File: config.mk
export PLATFORM = sky130hd
export DESIGN_NAME = fifo_mem_controller
export DESIGN_NICKNAME = d
export VERILOG_FILES = /design/src/rtl/fifo_mem_controller.sv
export SDC_FILE = /design/constraint.sdc
export NUM_CORES = 1
export LEC_CHECK = 0
export CORE_MARGIN = 5
export CORE_UTILIZATION = 45
export DETAILED_ROUTE_END_ITERATION = 7
export PLACE_DENSITY = 0.84
export SYNTH_ARGS = -nofsm -noshare
export SYNTH_HDL_FRONTEND = slang
export SYNTH_SLANG_ARGS = --single-unit
File: constraint.sdc
create_clock -name Clock -period 3.1 [get_ports Clock]
set_input_delay 0.62 -clock Clock [delete_from_list [all_inputs] [get_ports Clock]]
set_output_delay 0.62 -clock Clock [all_outputs]
set_load 0.1 [all_outputs]
File: src/rtl/fifo_mem_controller.sv
// Pointer, occupancy and status sequencer that runs an external dual-port RAM
// as a circular FIFO; the data path stays in the RAM, only control lives here.
module fifo_mem_controller #(
  parameter int ADDR_WIDTH   = 3,
  parameter int ALMOST_FULL  = 6,
  parameter int ALMOST_EMPTY = 2
) (
  input  logic                  Clock,
  input  logic                  Reset,
  input  logic                  iPush,
  input  logic                  iPop,
  input  logic                  iFlush,
  input  logic                  iClearErrors,
  output logic                  oMemWriteEnable,
  output logic [ADDR_WIDTH-1:0] oMemWriteAddress,
  output logic [ADDR_WIDTH-1:0] oMemReadAddress,
  output logic                  oDataValid,
  output logic                  oFull,
  output logic                  oEmpty,
  output logic                  oAlmostFull,
  output logic                  oAlmostEmpty,
  output logic [ADDR_WIDTH:0]   oCount,
  output logic                  oOverflow,
  output logic                  oUnderflow
);

  localparam int DEPTH = 2 ** ADDR_WIDTH;
  localparam int CW    = ADDR_WIDTH + 1;

  logic [ADDR_WIDTH-1:0] wr_ptr_q, wr_ptr_d, rd_ptr_q, rd_ptr_d;
  logic [CW-1:0]         count_q, count_d;
  logic                  valid_q, valid_d, ovf_q, ovf_d, unf_q, unf_d;
  logic                  full, empty, push_ok, pop_ok;

  assign full    = (count_q == CW'(DEPTH));
  assign empty   = (count_q == '0);
  // Full favours the pop and empty favours the push, so the read port never
  // targets the word being written on the same edge.
  assign push_ok = iPush & ~full  & ~iFlush;
  assign pop_ok  = iPop  & ~empty & ~iFlush;

  always_comb begin
    wr_ptr_d = wr_ptr_q;
    rd_ptr_d = rd_ptr_q;
    count_d  = count_q;
    valid_d  = valid_q;
    ovf_d    = ovf_q;
    unf_d    = unf_q;
    if (iFlush) begin
      wr_ptr_d = '0;
      rd_ptr_d = '0;
      count_d  = '0;
      valid_d  = 1'b0;
    end else begin
      if (push_ok) wr_ptr_d = wr_ptr_q + 1'b1;
      if (pop_ok)  rd_ptr_d = rd_ptr_q + 1'b1;
      case ({push_ok, pop_ok})
        2'b10:   count_d = count_q + 1'b1;
        2'b01:   count_d = count_q - 1'b1;
        default: count_d = count_q;
      endcase
      valid_d = pop_ok;
      ovf_d   = (iPush & ~push_ok) | (ovf_q & ~iClearErrors);
      unf_d   = (iPop  & ~pop_ok)  | (unf_q & ~iClearErrors);
    end
  end

  always_ff @(posedge Clock or posedge Reset) begin
    if (Reset) begin
      wr_ptr_q <= '0;
      rd_ptr_q <= '0;
      count_q  <= '0;
      valid_q  <= 1'b0;
      ovf_q    <= 1'b0;
      unf_q    <= 1'b0;
    end else begin
      wr_ptr_q <= wr_ptr_d;
      rd_ptr_q <= rd_ptr_d;
      count_q  <= count_d;
      valid_q  <= valid_d;
      ovf_q    <= ovf_d;
      unf_q    <= unf_d;
    end
  end

  assign oMemWriteEnable  = push_ok;
  assign oMemWriteAddress = wr_ptr_q;
  assign oMemReadAddress  = rd_ptr_q;
  assign oDataValid       = valid_q;
  assign oFull            = full;
  assign oEmpty           = empty;
  assign oAlmostFull      = (count_q >= CW'(ALMOST_FULL));
  assign oAlmostEmpty     = (count_q <= CW'(ALMOST_EMPTY));
  assign oCount           = count_q;
  assign oOverflow        = ovf_q;
  assign oUnderflow       = unf_q;

endmodule
==> metrics.yaml <==
cp_slowest_cell: "or4b_1"
cts.repair.resized: 0
cellLeakagePower_nw: 0.5295
crit_fanout: 9
fin_nets: 118
path_class: "flop to flop"
rows: 15
power_frac_comb: 0.649
dp_slack_ns: 0.2737
firstDrtPassIters: 4
ctsHtreeMaxLevel: 1
drive_gt1_frac: 0.3302
min_path_cells: 1
synthCells: 77
r2r_slack_ns: 0.43
via_per_inst: 5.593
syn_avg_cell_area_um2: 10.09
grt_overflow_total: 0
crit_required_ns: 3.27
grtUsageTotal: 0.1664
r2r_cells: 7
antenna_left: 0
setup_viol: 0
rr_startpoint: "oCount[2]"
synth_fp_nets: 88
hp-class: "flop to flop"
pwr-share-clk: 0.108
pwr-share-seq: 0.244
power_density_nw_per_um2: 908.7
clkTransAtPathRegs_ns: 0.08
start_util: 0.4600
ys_async_sr_fraction: 1.000
cts_made_buffers: 3
total_power_mw: 0.9756
ir_drop_mv: 0.5542
critical_path_depth: 7
drv_cap: 0
finalClockSkew_ns: 0.005454
power.switching_mw: 0.5715
vias: 688
dp.final_hpwl_um: 1478
postCtsSetupRepairBufs: 0
layout_common_cells: "buf_4, nand2_1, dfrtp_1"
maxSlewViolCount: 0
grt_pass1_wl_um: 3346
switching_share: 0.5858
wl_per_cell_um: 15.51
portBuffers: 23
dieHeight_um: 51.56
fp.dieW_um: 51.56
drc: 0
grt_pass1_vias: 740
rsz0062_at_grt: "no"
cts_tree: "done"
yosysSeqAreaShare: 0.4187
holdPathEnd: "oOverflow"
rr_endpoint: "oCount[3]"
period_needed_ns: 2.667
start_kind: "flop"
worst_slack_ns: 0.4332
ys_types: 30
yosys_warnings: 0
syn_area_um2: 777.0
diodes: 0
end_kind: "flop"
mostFrequentLayoutCell: "buf_4"
dieArea_um2: 2658
cts_root_buf: "clkbuf_4"
max_freq_mhz: 375.0
p_int_mw: 0.4041
cpPeakStageDelay_ns: 0.58
fin_util: 0.6356
antenna_found_initial: 0
synth_flop_cell: "dfrtp_1"
cp.buffers_inverters: 0
cpMostUsedCell: "or4b_1"
hold_viol_final: 0
grt_max_degree: 14
cts_num_sinks: 13
fin_crit_sh: 0.8603
core-area_um2: 1689
first_iter_violations: 10
boundaryPins: 24
synth_edf_count: 0
clock_path_buffers: 2
routed_wl_um: 1908
arrival_ns: 2.84
min_from: "oOverflow"
tightest_slew_ns: 0.4946
insertion_delay_ns: 0.27
slew_headroom: 0.6659
areaGrowthSynthToFinish_pct: 38.16
critPathTopFamily: "simple AND/OR/NAND/NOR gates"
ys_ff_latch: 13
globalplace.congestion: 0.8605
hold_buffers: 0
outcome: "finished, final reports clean"
cp_cell_sequence: "or4b_1 -> a211oi_4 -> ha_1 -> a21oi_1 -> nand2_1 -> or4b_1 -> o311ai_1"
==> final cells by class <==
type	instances	area, um2
Timing Repair Buffer	29	242.7
Fill cell	145	615.6
Inverter	3	11.26
Tap cell	17	21.27
Sequential cell	13	332.8
Clock buffer	4	26.28
Multi-Input combinational cell	57	439.2
==> flip-flops by register name, indices dropped and copies added, names as in the netlist <==
name / cells
oOverflow: 1
oCount: 4
oUnderflow: 1
oMemWriteAddress: 3
oMemReadAddress: 3
oDataValid: 1
==> worst reg2reg max path, stage by stage, from the launching register on <==
cell and delay [ns]:
dfrtp_2 0.49, or4b_1 0.58, a211oi_4 0.29, ha_1 0.30
a21oi_1 0.22, nand2_1 0.10, or4b_1 0.50, o311ai_1 0.08
==> worst max path at each step <==
| stage | from | slack [ns] | endpoint |
|---|---|---|---|
| floorplan | oCount[3] | -0.43 | oCount[3] |
| CTS | oCount[2] | 0.43 | oCount[3] |
| detailed placement | iPop | 0.27 | oCount[3] |
| global placement | iPop | 0.39 | oCount[3] |
| finish | oCount[2] | 0.43 | oCount[3] |
| global route | oCount[2] | 0.29 | oCount[3] |
==> power by group through the flow <==
| stage | clock, mW | sequential, mW | combinational, mW |
|---|---|---|---|
| detailed placement | 0 | 0.241 | 0.636 |
| global route | 0.117 | 0.244 | 0.663 |
| CTS | 0.108 | 0.238 | 0.637 |
| floorplan | 0 | 0.465 | 0.272 |
| global placement | 0 | 0.238 | 0.626 |
| finish | 0.105 | 0.238 | 0.633 |
==> cell usage after synthesis, types with 3 or more instances <==
cell type,n,area share
nor2_1,7,0.034
nand2_1,9,0.043
inv_1,3,0.014
ha_1,4,0.064
a21oi_1,5,0.032
nand3_1,3,0.019
xor2_1,3,0.034
dfrtp_1,13,0.42
==> metal layers <==
metal	routed length [um]	GRT usage	vias up
met1	841	0.2095	333
met3	74	0.04298	4
met4	34	0.06550	0
met5	0	0	-
li1	-	-	335
met2	957	0.2712	16
==> metrics by stage <==
step	hold slack [ns]	instances	setup TNS [ns]	instance area (um2)
6_report	0.5121	123	0	1074
5_1_grt	0.5624	123	0	1074
4_1_cts	0.5133	123	0	1074
3_5_place_dp	0.4911	119	0	1047
3_3_place_gp	0.4792	119	0	1047
2_1_floorplan	0.4968	77	-0.4298	803.3
==> cell families after synthesis <==
family          after synthesis  share of synthesized area
simple gates                 27                     0.1787
buf+inv                       7                    0.03703
xor+xnor                      5                    0.05637
compound gates               17                     0.1787
flops                        13                     0.4187
fa+ha+maj                     5                    0.09018
mux                           3                    0.04026
(Power assumes the default switching activity.)
